[src/rtl/vram_write_arbiter_pkg.sv]
// rtl/vram_write_arbiter_pkg.sv - shared types and constants for the VRAM write arbiter
// Purpose: arbiter state encoding, requester index enum, default VRAM cell count.
// Ports: none (package).
package vram_pkg;

    // 80 columns x 60 rows of character cells
    localparam int DEPTH_DEFAULT = 4800;

    typedef enum logic {
        ST_IDLE  = 1'b0,
        ST_CLEAR = 1'b1
    } state_t;

    typedef enum logic {
        REQ_CPU = 1'b0,
        REQ_CUR = 1'b1
    } req_t;

    function automatic req_t otherReq(input req_t r);
        return (r == REQ_CPU) ? REQ_CUR : REQ_CPU;
    endfunction

endpackage

[src/rtl/vram_write_arbiter_if.sv]
// rtl/vram_write_arbiter_if.sv - requester, VRAM write and clear signals of the arbiter
// Purpose: bundles both write requesters, the VRAM write port and the clear controls.
// Ports: CPU requester (iCpuValid/oCpuReady/iCpuAddr/iCpuRGB), cursor requester
//        (iCurValid/oCurReady/iCurAddr/iCurRGB), VRAM port (oWriteEnable/oWriteAddress/
//        oDataIn), oAddrError, clear controls (iClear/iClearRGB/oBusy).
//        slave = arbiter side, master = requester/VRAM side.
interface vram_write_arbiter_if #(
    parameter int ADDR_W = 13,
    parameter int DATA_W = 3
);
    logic              iCpuValid;
    logic              oCpuReady;
    logic [ADDR_W-1:0] iCpuAddr;
    logic [DATA_W-1:0] iCpuRGB;

    logic              iCurValid;
    logic              oCurReady;
    logic [ADDR_W-1:0] iCurAddr;
    logic [DATA_W-1:0] iCurRGB;

    logic              oWriteEnable;
    logic [ADDR_W-1:0] oWriteAddress;
    logic [DATA_W-1:0] oDataIn;
    logic              oAddrError;

    logic              iClear;
    logic [DATA_W-1:0] iClearRGB;
    logic              oBusy;

    modport slave (
        input  iCpuValid, iCpuAddr, iCpuRGB,
        input  iCurValid, iCurAddr, iCurRGB,
        input  iClear, iClearRGB,
        output oCpuReady, oCurReady,
        output oWriteEnable, oWriteAddress, oDataIn, oAddrError, oBusy
    );

    modport master (
        output iCpuValid, iCpuAddr, iCpuRGB,
        output iCurValid, iCurAddr, iCurRGB,
        output iClear, iClearRGB,
        input  oCpuReady, oCurReady,
        input  oWriteEnable, oWriteAddress, oDataIn, oAddrError, oBusy
    );
endinterface

[src/rtl/vram_write_arbiter_sync_fifo.sv]
// rtl/vram_write_arbiter_sync_fifo.sv - per-requester synchronous FIFO, no bypass
// Purpose: DEPTH-entry (power of two) queue; pushes are ignored when full, pops when empty.
// Ports: Clock, Reset (async active-low), iPush/iData write side,
//        iPop/oData read side (oData shows the head), oEmpty, oFull.
module sync_fifo #(
    parameter int WIDTH = 16,
    parameter int DEPTH = 4
) (
    input  logic             Clock,
    input  logic             Reset,
    input  logic             iPush,
    input  logic [WIDTH-1:0] iData,
    input  logic             iPop,
    output logic [WIDTH-1:0] oData,
    output logic             oEmpty,
    output logic             oFull
);
    localparam int PTR_W = $clog2(DEPTH);

    logic [WIDTH-1:0] mem [DEPTH];
    // One extra wrap bit distinguishes full from empty when the indices match
    logic [PTR_W:0]   wrPtr;
    logic [PTR_W:0]   rdPtr;
    logic             doPush;
    logic             doPop;

    assign oEmpty = (wrPtr == rdPtr);
    assign oFull  = (wrPtr[PTR_W] != rdPtr[PTR_W]) &&
                    (wrPtr[PTR_W-1:0] == rdPtr[PTR_W-1:0]);
    assign oData  = mem[rdPtr[PTR_W-1:0]];
    assign doPush = iPush && !oFull;
    assign doPop  = iPop && !oEmpty;

    always_ff @(posedge Clock or negedge Reset) begin
        if (!Reset) begin
            wrPtr <= '0;
            rdPtr <= '0;
        end else begin
            if (doPush) wrPtr <= wrPtr + (PTR_W + 1)'(1);
            if (doPop)  rdPtr <= rdPtr + (PTR_W + 1)'(1);
        end
    end

    always_ff @(posedge Clock) begin
        if (doPush) mem[wrPtr[PTR_W-1:0]] <= iData;
    end

endmodule

[src/rtl/vram_write_arbiter.sv]
// rtl/vram_write_arbiter.sv - two-requester round-robin VRAM write arbiter with optional clear
// Purpose: queues CPU and cursor pixel writes, drains at most one per cycle onto the
//          registered VRAM write port, flags out-of-range addresses (sticky).
//          Define VRAM_WRITE_ARBITER_CLEAR_EN to build the full-screen clear engine.
// Ports: Clock (rising edge), Reset (async active-low), bus (vram_write_arbiter_if.slave).
module vram_write_arbiter
    import vram_pkg::*;
#(
    parameter int ADDR_W     = 13,
    parameter int DATA_W     = 3,
    parameter int DEPTH      = DEPTH_DEFAULT,
    parameter int FIFO_DEPTH = 4
) (
    input logic                 Clock,
    input logic                 Reset,
    vram_write_arbiter_if.slave bus
);
    localparam int ENTRY_W = ADDR_W + DATA_W;

    logic               cpuPush, curPush, cpuPop, curPop;
    logic               cpuEmpty, curEmpty, cpuFull, curFull;
    logic [ENTRY_W-1:0] cpuEntry, curEntry, popped;
    logic [ADDR_W-1:0]  poppedAddr;
    logic [DATA_W-1:0]  poppedRgb;
    logic               inRange;
    logic               grantValid;
    req_t               grant;
    req_t               prio;       // requester favoured on the next tie
    logic               popEn;      // arbiter may drain a FIFO this cycle
    logic               clearWrite;
    logic [ADDR_W-1:0]  clearAddr;
    logic [DATA_W-1:0]  clearData;

    // Ready reflects fullness only, so a pop in the same cycle never opens a slot early
    assign bus.oCpuReady = !cpuFull;
    assign bus.oCurReady = !curFull;
    assign cpuPush = bus.iCpuValid && !cpuFull;
    assign curPush = bus.iCurValid && !curFull;

    sync_fifo #(.WIDTH(ENTRY_W), .DEPTH(FIFO_DEPTH)) cpuFifo (
        .Clock (Clock),
        .Reset (Reset),
        .iPush (cpuPush),
        .iData ({bus.iCpuAddr, bus.iCpuRGB}),
        .iPop  (cpuPop),
        .oData (cpuEntry),
        .oEmpty(cpuEmpty),
        .oFull (cpuFull)
    );

    sync_fifo #(.WIDTH(ENTRY_W), .DEPTH(FIFO_DEPTH)) curFifo (
        .Clock (Clock),
        .Reset (Reset),
        .iPush (curPush),
        .iData ({bus.iCurAddr, bus.iCurRGB}),
        .iPop  (curPop),
        .oData (curEntry),
        .oEmpty(curEmpty),
        .oFull (curFull)
    );

    always_comb begin
        grantValid = !cpuEmpty || !curEmpty;
        grant      = REQ_CPU;
        if (cpuEmpty)       grant = REQ_CUR;
        else if (!curEmpty) grant = prio;
    end

    assign cpuPop     = popEn && grantValid && (grant == REQ_CPU);
    assign curPop     = popEn && grantValid && (grant == REQ_CUR);
    assign popped     = (grant == REQ_CPU) ? cpuEntry : curEntry;
    assign poppedAddr = popped[ENTRY_W-1:DATA_W];
    assign poppedRgb  = popped[DATA_W-1:0];
    assign inRange    = 32'(poppedAddr) < 32'(DEPTH);

    always_ff @(posedge Clock or negedge Reset) begin
        if (!Reset) begin
            prio <= REQ_CPU;
        end else if (cpuPop || curPop) begin
            prio <= otherReq(grant);
        end
    end

`ifdef VRAM_WRITE_ARBITER_CLEAR_EN
    localparam int CNT_W = $clog2(DEPTH);

    state_t            state, stateNext;
    logic [CNT_W-1:0]  clearCnt;
    logic [DATA_W-1:0] clearRgb;

    always_ff @(posedge Clock or negedge Reset) begin
        if (!Reset) state <= ST_IDLE;
        else        state <= stateNext;
    end

    always_comb begin
        stateNext = state;
        case (state)
            ST_IDLE:  if (bus.iClear) stateNext = ST_CLEAR;
            ST_CLEAR: if (clearCnt == CNT_W'(DEPTH - 1)) stateNext = ST_IDLE;
            default:  stateNext = ST_IDLE;
        endcase
    end

    // Colour is captured on entry so iClearRGB may change during the sweep
    always_ff @(posedge Clock or negedge Reset) begin
        if (!Reset) begin
            clearCnt <= '0;
            clearRgb <= '0;
        end else if (state == ST_IDLE && bus.iClear) begin
            clearCnt <= '0;
            clearRgb <= bus.iClearRGB;
        end else if (state == ST_CLEAR) begin
            clearCnt <= clearCnt + CNT_W'(1);
        end
    end

    // The cycle that starts a clear does not drain a FIFO either
    assign popEn      = (state == ST_IDLE) && !bus.iClear;
    assign bus.oBusy  = (state == ST_CLEAR);
    assign clearWrite = (state == ST_CLEAR);
    assign clearAddr  = ADDR_W'(clearCnt);
    assign clearData  = clearRgb;
`else
    logic unusedClearInputs;

    assign unusedClearInputs = ^{bus.iClear, bus.iClearRGB};
    assign popEn      = 1'b1;
    assign bus.oBusy  = 1'b0;
    assign clearWrite = 1'b0;
    assign clearAddr  = '0;
    assign clearData  = '0;
`endif

    // Address/data hold their last values whenever no write is issued
    always_ff @(posedge Clock or negedge Reset) begin
        if (!Reset) begin
            bus.oWriteEnable  <= 1'b0;
            bus.oWriteAddress <= '0;
            bus.oDataIn       <= '0;
            bus.oAddrError    <= 1'b0;
        end else begin
            bus.oWriteEnable <= 1'b0;
            if (clearWrite) begin
                bus.oWriteEnable  <= 1'b1;
                bus.oWriteAddress <= clearAddr;
                bus.oDataIn       <= clearData;
            end else if (cpuPop || curPop) begin
                if (inRange) begin
                    bus.oWriteEnable  <= 1'b1;
                    bus.oWriteAddress <= poppedAddr;
                    bus.oDataIn       <= poppedRgb;
                end else begin
                    bus.oAddrError <= 1'b1;
                end
            end
        end
    end

endmodule

[src/flat_wrapper.sv]
// flat-port wrapper written by rule: the top's interface ports become plain ports
module vram_write_arbiter_flat import vram_pkg::*;
#(
    parameter int ADDR_W     = 13,
    parameter int DATA_W     = 3,
    parameter int DEPTH      = DEPTH_DEFAULT,
    parameter int FIFO_DEPTH = 4
)
  (Clock, Reset, bus_iCpuValid, bus_iCpuAddr, bus_iCpuRGB, bus_iCurValid, bus_iCurAddr, bus_iCurRGB, bus_iClear, bus_iClearRGB, bus_oCpuReady, bus_oCurReady, bus_oWriteEnable, bus_oWriteAddress, bus_oDataIn, bus_oAddrError, bus_oBusy);
  vram_write_arbiter_if #(.ADDR_W(ADDR_W), .DATA_W(DATA_W)) bus_i ();
  input logic Clock;
  input logic Reset;
  input wire logic [$bits(bus_i.iCpuValid)-1:0] bus_iCpuValid;
  input wire logic [$bits(bus_i.iCpuAddr)-1:0] bus_iCpuAddr;
  input wire logic [$bits(bus_i.iCpuRGB)-1:0] bus_iCpuRGB;
  input wire logic [$bits(bus_i.iCurValid)-1:0] bus_iCurValid;
  input wire logic [$bits(bus_i.iCurAddr)-1:0] bus_iCurAddr;
  input wire logic [$bits(bus_i.iCurRGB)-1:0] bus_iCurRGB;
  input wire logic [$bits(bus_i.iClear)-1:0] bus_iClear;
  input wire logic [$bits(bus_i.iClearRGB)-1:0] bus_iClearRGB;
  output wire logic [$bits(bus_i.oCpuReady)-1:0] bus_oCpuReady;
  output wire logic [$bits(bus_i.oCurReady)-1:0] bus_oCurReady;
  output wire logic [$bits(bus_i.oWriteEnable)-1:0] bus_oWriteEnable;
  output wire logic [$bits(bus_i.oWriteAddress)-1:0] bus_oWriteAddress;
  output wire logic [$bits(bus_i.oDataIn)-1:0] bus_oDataIn;
  output wire logic [$bits(bus_i.oAddrError)-1:0] bus_oAddrError;
  output wire logic [$bits(bus_i.oBusy)-1:0] bus_oBusy;
  assign bus_i.iCpuValid = bus_iCpuValid;
  assign bus_i.iCpuAddr = bus_iCpuAddr;
  assign bus_i.iCpuRGB = bus_iCpuRGB;
  assign bus_i.iCurValid = bus_iCurValid;
  assign bus_i.iCurAddr = bus_iCurAddr;
  assign bus_i.iCurRGB = bus_iCurRGB;
  assign bus_i.iClear = bus_iClear;
  assign bus_i.iClearRGB = bus_iClearRGB;
  assign bus_oCpuReady = bus_i.oCpuReady;
  assign bus_oCurReady = bus_i.oCurReady;
  assign bus_oWriteEnable = bus_i.oWriteEnable;
  assign bus_oWriteAddress = bus_i.oWriteAddress;
  assign bus_oDataIn = bus_i.oDataIn;
  assign bus_oAddrError = bus_i.oAddrError;
  assign bus_oBusy = bus_i.oBusy;
  vram_write_arbiter #(.ADDR_W(ADDR_W), .DATA_W(DATA_W), .DEPTH(DEPTH), .FIFO_DEPTH(FIFO_DEPTH)) u_core (.Clock(Clock), .Reset(Reset), .bus(bus_i));
endmodule
[config.mk]
export PLATFORM = sky130hd
export DESIGN_NAME = vram_write_arbiter_flat
export DESIGN_NICKNAME = d
export VERILOG_FILES = /design/src/rtl/vram_write_arbiter_pkg.sv /design/src/rtl/vram_write_arbiter_if.sv /design/src/rtl/vram_write_arbiter_sync_fifo.sv /design/src/rtl/vram_write_arbiter.sv /design/src/flat_wrapper.sv
export SDC_FILE = /design/constraint.sdc
export NUM_CORES = 1
export LEC_CHECK = 0
export ABC_AREA = 0
export ABC_CLOCK_PERIOD_IN_PS = 6970
export BUFFER_PORTS_ARGS = -buffer_cell sky130_fd_sc_hd__buf_4
export CAP_MARGIN = 20
export CORE_MARGIN = 5
export CORE_UTILIZATION = 65
export CTS_BUF_LIST = sky130_fd_sc_hd__clkbuf_8
export DETAILED_ROUTE_END_ITERATION = 10
export PLACE_DENSITY = 0.86
export SLEW_MARGIN = 20
export SYNTH_ARGS = -nofsm -noshare
export SYNTH_HDL_FRONTEND = slang
export SYNTH_HIERARCHICAL = 1
export SYNTH_SLANG_ARGS = --single-unit
[constraint.sdc]
create_clock -name Clock -period 6.97 [get_ports Clock]
set_input_delay 0.3485 -clock Clock [delete_from_list [all_inputs] [get_ports Clock]]
set_output_delay 0.3485 -clock Clock [all_outputs]
set_load 0.02 [all_outputs]
# After elaboration in Yosys (flattened, before gate mapping)
# Memories as Yosys holds them, arrays and structs flattened.
# Cells that the tools add are included.
[op_classes]
add_sub_neg = 4
n_bitwise = 2
n_reduce_logical = 18
order_cmp = 1
n_mux = 10
n_eq_ne = 6
[op_table]
columns = ["cell", "count"]
rows = [
  ["16-bit two-way mux", 1],
  ["13-bit < comparator, second input constant", 1],
  ["3-bit by 1-bit adder with 3-bit output, second input constant", 4],
  ["1-bit logical AND", 10],
  ["1-bit two-way mux", 9],
  ["3-bit == test", 2],
  ["2-bit == test", 2],
  ["1-bit zero test", 4],
  ["2-bit AND reduction", 2],
  ["1-bit logical OR", 2],
  ["1-bit inequality test", 2],
  ["1-bit NOT", 2],
]
[word_totals]
register_bits = 31
ram_bits = 128
in_bits = 40
memories = 2
elab_cells = 52
[memory_table]
columns = ["name", "depth", "width", "read_ports", "rd_clocked_by_memory_dff", "wr", "line", "source"]
rows = [
  ["u_core.cpuFifo.mem", 4, 16, 1, 0, 1, "vram_write_arbiter_sync_fifo.sv:20", "logic [WIDTH-1:0] mem [DEPTH];"],
  ["u_core.curFifo.mem", 4, 16, 1, 0, 1, "vram_write_arbiter_sync_fifo.sv:20", ""],
]

# Logic depth before layout (Yosys ltp)
[depth]
depth_word = 7
mapped_depth = 12

# Cells and area by module
# Netlist, hierarchy kept.
[modules_own_cells]
columns = ["mod", "area_each_um2", "seq_area_each_um2", "cells_each", "instances"]
rows = [
  ["sync_fifo (u_core.curFifo)", 2830.2, 2072.0, 135, 1],
  ["sync_fifo (u_core.cpuFifo)", 2829.0, 2072.0, 132, 1],
  ["vram_write_arbiter", 1129.8, 475.5, 85, 1],
]

# Worst setup path before layout
# No wires, ideal clock.
[synth_path]
path_type = "flip-flop to flip-flop"
startpoint = "reg u_core.curFifo.rdPtr[0]"
endpoint = "reg u_core.bus.oDataIn[0]"
path_slack_ns = 4.575
setup_time_ns = 0.125
path_buffers = 3
required_time_ns = 6.845
t_arrival_ns = 2.270
path_stages_with_launch = 10
synth_period_minus_slack_ns = 2.395
cell_sequence = "dfrtp_1 buf_6 buf_4 mux4_2 o21ai_0 o21ai_0 a21oi_2 o21ai_4 buf_6 mux2_4"
[synth_lines]
columns = ["element", "line", "source"]
rows = [
  ["start: declaration", "vram_write_arbiter_sync_fifo.sv:23", "logic [PTR_W:0] rdPtr;"],
  ["start signal: assignment", "vram_write_arbiter_sync_fifo.sv:40", "if (doPop) rdPtr <= rdPtr + (PTR_W + 1)'(1);"],
  ["memory 4 x 16 bit", "--", ""],
  ["via u_core.curEntry[13]", "vram_write_arbiter.sv:22", "logic [ENTRY_W-1:0] cpuEntry, curEntry, popped;"],
  ["16-bit two-way mux", "vram_write_arbiter.sv:71", "assign popped = (grant == REQ_CPU) ? cpuEntry : curEntry;"],
  ["13-bit < comparator", "vram_write_arbiter.sv:74", "assign inRange = 32'(poppedAddr) < 32'(DEPTH);"],
  ["2-bit AND reduction (no line)", "--", ""],
  ["end signal: assignment", "vram_write_arbiter.sv:147", "bus.oDataIn <= clearData;"],
  ["end signal: assignment", "vram_write_arbiter.sv:152", "bus.oDataIn <= poppedRgb;"],
  ["end: declaration", "vram_write_arbiter_if.sv:35", "output oWriteEnable, oWriteAddress, oDataIn, oAddrError, oBusy"],
]
# The timed path passes the listed nets, and every way through them passes these cells.
# A chain may end at the register's enable or synchronous reset.

# Worst setup path in the final report
[layout_path]
startpoint = "reg u_core.cpuFifo.rdPtr[1]"
endpoint = "reg u_core.bus.oWriteAddress[3]"
[layout_between]
elab_chain_cells = 6
[layout_rtl]
columns = ["element", "line", "source"]
rows = [
  ["start: declaration", "vram_write_arbiter_sync_fifo.sv:23", ""],
  ["start signal: assignment", "vram_write_arbiter_sync_fifo.sv:40", ""],
  ["3-bit == test *", "vram_write_arbiter_sync_fifo.sv:27", "assign oEmpty = (wrPtr == rdPtr);"],
  ["via u_core.cpuEmpty", "vram_write_arbiter.sv:21", "logic cpuEmpty, curEmpty, cpuFull, curFull;"],
  ["branches (longest 5 deep; another with 13-bit < comparator)", "--", ""],
  ["end signal: assignment", "vram_write_arbiter.sv:146", "bus.oWriteAddress <= clearAddr;"],
  ["end signal: assignment", "vram_write_arbiter.sv:151", "bus.oWriteAddress <= poppedAddr;"],
  ["end: declaration", "vram_write_arbiter_if.sv:35", ""],
]
# Mark *: on every way through the listed nets, which the timed path passes.

==> summary.txt <==
Floorplanning
  • # rows: 37
  • Core area: 10,300 um2
  • Initial core utilization: 0.661
  • Chip height: 112 um
  • Top-Level Pins: 61
  • Overall die width: 112 um
  • Die area: 12,600 um2

Setup path
  • Worst path slowest cell: dfrtp_1
  • CP endpoint kind: flip-flop
  • Worst setup SP type: flip-flop
  • Crit path DAT: 3.71 ns
  • Flop2flop setup slack: 3.57 ns
  • Crit path kind: flip-flop to flip-flop
  • Critical Path Source: u_core/cpuFifo/rdPtr[1]
  • Critical Path, Cell by Cell: xor2_1 -> nor3_1 -> nor2_2 -> and3_1 -> o21ai_4 -> mux2_2
  • CP peak stage delay: 1.02 ns
  • Crit-path max FO: 22
  • Worst Path Required: 7.29 ns
  • Reg-to-Reg Start: u_core/cpuFifo/rdPtr[1]
  • R2R depth: 6

Logic synthesis
  • Synth Cell Area: 6790 um2
  • Synth cell types: 45
  • Synth Warn #: 6
  • #FFs+latches synth: 159
  • Area contributors post-synth: edfxtp_1 (57%), dfrtp_1 (11%), mux4_2 (9.3%)
  • Synth area leader: edfxtp_1
  • Number of synthesized flops with an enable pin: 128
  • Post-synth ARST share: 0.195
  • Synth top area share: 0.566
  • Synth Instances: 352
  • Mapped Avg Cell Area: 19.3 um2
  • Register area share after synthesis: 0.680
  • Syn Nets: 402
  • Ys flop type: edfxtp_1

Timing
  • Slew @ Worst Pin: 1.01 ns
  • RSZ-0062 raised after global routing: no
  • Max-slew headroom: 0.326
  • Final Setup Violations: 0
  • Hold Violations, Final: 0
  • Max-slew violations: 0
  • Final Skew: 0.0121 ns
  • Setup tns final: 0 ns
  • Tcrit/Tclk final: 0.487
  • Min Tclk post-route: 3.40 ns
  • Fmax: 294 MHz

Final layout
  • Storage cell area: 4620 um2
  • Fraction of layout cells with a size suffix above 1: 0.392
  • Antenna fix cells: 0
  • Fill cell count: 586
  • Final Util: 0.745
  • Multi-input logic area: 2000 um2
  • Layout area overhead: 12.8%
  • # nets final: 468

Global routing
  • Largest net degree at the start of global routing: 32
  • Met1 Use GR: 0.273
  • Vias in the first global route: 3,594
  • Grt ovf: 0
  • Gr usage total: 0.205
  • Initial antenna violation count: 0
  • First-pass GRT wire length: 19,400 um
  • GR met2 Demand/Resource: 0.338
  • Met3 Usage GRT: 0.0507
  • Gr busiest metal: met2

Detailed routing
  • TritonRoute pass-1 iters: 4
  • Final antenna-violating net count: 0
  • Vias per cell: 5.94
  • Initial drt markers: 223
  • WL/cell: 20.9 um
  • Final wirelength: 11,900 um
  • DR vias: 3,369
  • DRC: 0

Placement
  • GPL Wtd Cong: 0.763
  • DPL Wire Length: 7690 um
  • Port Buffer Count: 55

Run
  • Maxcap violations: 0

Power
  • VDD IR max: 339 uV
  • Leak Pwr: 0.00281 uW
  • PD cells: 513 nW/um2

Min path
  • Worst Hold Launch: bus_iCpuAddr[2]
  • Hold Crit Depth: 1
  • Hold Path Class: input port to flip-flop

Clock network
  • Worst skew pair latency: 0.43 ns
  • Post-CTS Resized: 0
  • Sink Count: 159
  • Root buf cell: clkbuf_8
  • Clock transition at path regs: 0.09 ns
  • Post-CTS setup buffers: 0
  • CTS tree: done
  • Number of H-tree levels: 4
  • CTS Buf Count: 17
  • Clock Path Buffers: 2

Status
  • Status: complete, no violations
layout by cell type (no fill, tap or decap), types with 10 or more instances in the layout:
cell	instances
a21oi_1	11
clkbuf_8	17
mux2_2	15
buf_4	59
dfrtp_1	31
mux4_2	28
mux2_4	15
ha_1	10
inv_1	14
edfxtp_1	128
cell families after synthesis:
kind of cell    synth area share
xor+xnor                  0.0273
fa+ha+maj                 0.0184
compound gates            0.0452
simple gates              0.0350
other cells             0.000552
flops                      0.680
mux                        0.168
buf+inv                   0.0252
per-stage QoR:
stage	cell area (um2)	setup slack (ns)	hold slack, ns	power, uW	instances
floorplan	6790	4.57	0.0529	2950	352
global placement	7280	3.74	0.309	3240	534
detailed placement	7280	3.62	0.312	3320	534
CTS	7660	3.57	0.0822	3960	567
global route	7660	3.31	0.0689	4160	567
finish	7660	3.57	0.111	3930	567
registers in the layout (all words and copies together), names as in the netlist, 3 cells and up:
signal                    count
u_core/curFifo/rdPtr          3
u_core/cpuFifo/mem           64
u_core/bus.oDataIn            3
u_core/cpuFifo/wrPtr          3
u_core/curFifo/mem           64
u_core/bus.oWriteAddress     13
u_core/curFifo/wrPtr          3
u_core/cpuFifo/rdPtr          3
Yosys cell counts (2+ instances only):
| master | number |
|---|---|
| nor2b_1 | 2 |
| nor2b_2 | 2 |
| mux4_2 | 28 |
| mux2_2 | 15 |
| buf_4 | 2 |
| dfrtp_1 | 31 |
| buf_2 | 4 |
| ha_1 | 10 |
| a31oi_1 | 2 |
| o31ai_2 | 4 |
| and2_1 | 4 |
| nand2_1 | 6 |
| xor2_2 | 3 |
| nor2_1 | 3 |
| a211oi_2 | 2 |
| inv_1 | 13 |
| a21oi_1 | 11 |
| mux4_1 | 4 |
| xnor2_1 | 6 |
| a21o_1 | 5 |
| a211oi_1 | 2 |
| o21ai_0 | 5 |
| nand2b_1 | 4 |
| buf_6 | 6 |
| xnor2_2 | 3 |
| xor2_1 | 4 |
| nor3_1 | 3 |
| mux2_4 | 15 |
| nand3_1 | 4 |
| edfxtp_1 | 128 |
| a31oi_2 | 2 |
| and3_1 | 6 |
path summary, 6_finish.rpt:
path / end
max: u_core/bus.oWriteAddress[3]
min: u_core/cpuFifo/mem[1][5]
max reg2reg: u_core/bus.oWriteAddress[3]
min reg2reg: u_core/bus.oAddrError
max in group asynchronous: u_core/bus.oDataIn[1]
min in group asynchronous: u_core/curFifo/wrPtr[0]
per-layer routing:
| layer | wire (um) | vias up |
|---|---|---|
| li1 | - | 1516 |
| met1 | 4830 | 1731 |
| met2 | 6250 | 105 |
| met3 | 557 | 17 |
| met4 | 214 | 0 |
| met5 | 0 | - |
worst max-delay path, delay by kind of cell (launching register included):
family | cells | cell delay (ns)
AOI/OAI and AO/OA | 1 | 0.54
and+or+nand+nor | 3 | 1.02
xor gates and xnor gates | 1 | 0.28
muxes | 1 | 0.41
DFF | 1 | 1.02
layout make-up:
class,count,share of cell area
clock buffer,17,0.0306
clock inverter,15,0.0176
inverter,13,0.00637
multi-input combinational,167,0.261
sequential,159,0.603
tap,136,0.0222
timing repair buffer,60,0.0591
repair_timing:
action | in CTS | in global routing
hold buffers | 1 | 0
endpoints found under the setup margin | 0 | 0
hold endpoints to repair | 31 | 0
power breakdown:
part	internal [uW]	switching (uW)
combinational	889	935
sequential	1330	156
clock	287	337
total	2500	1430
Note: power is estimated with default switching activity, not from simulation.
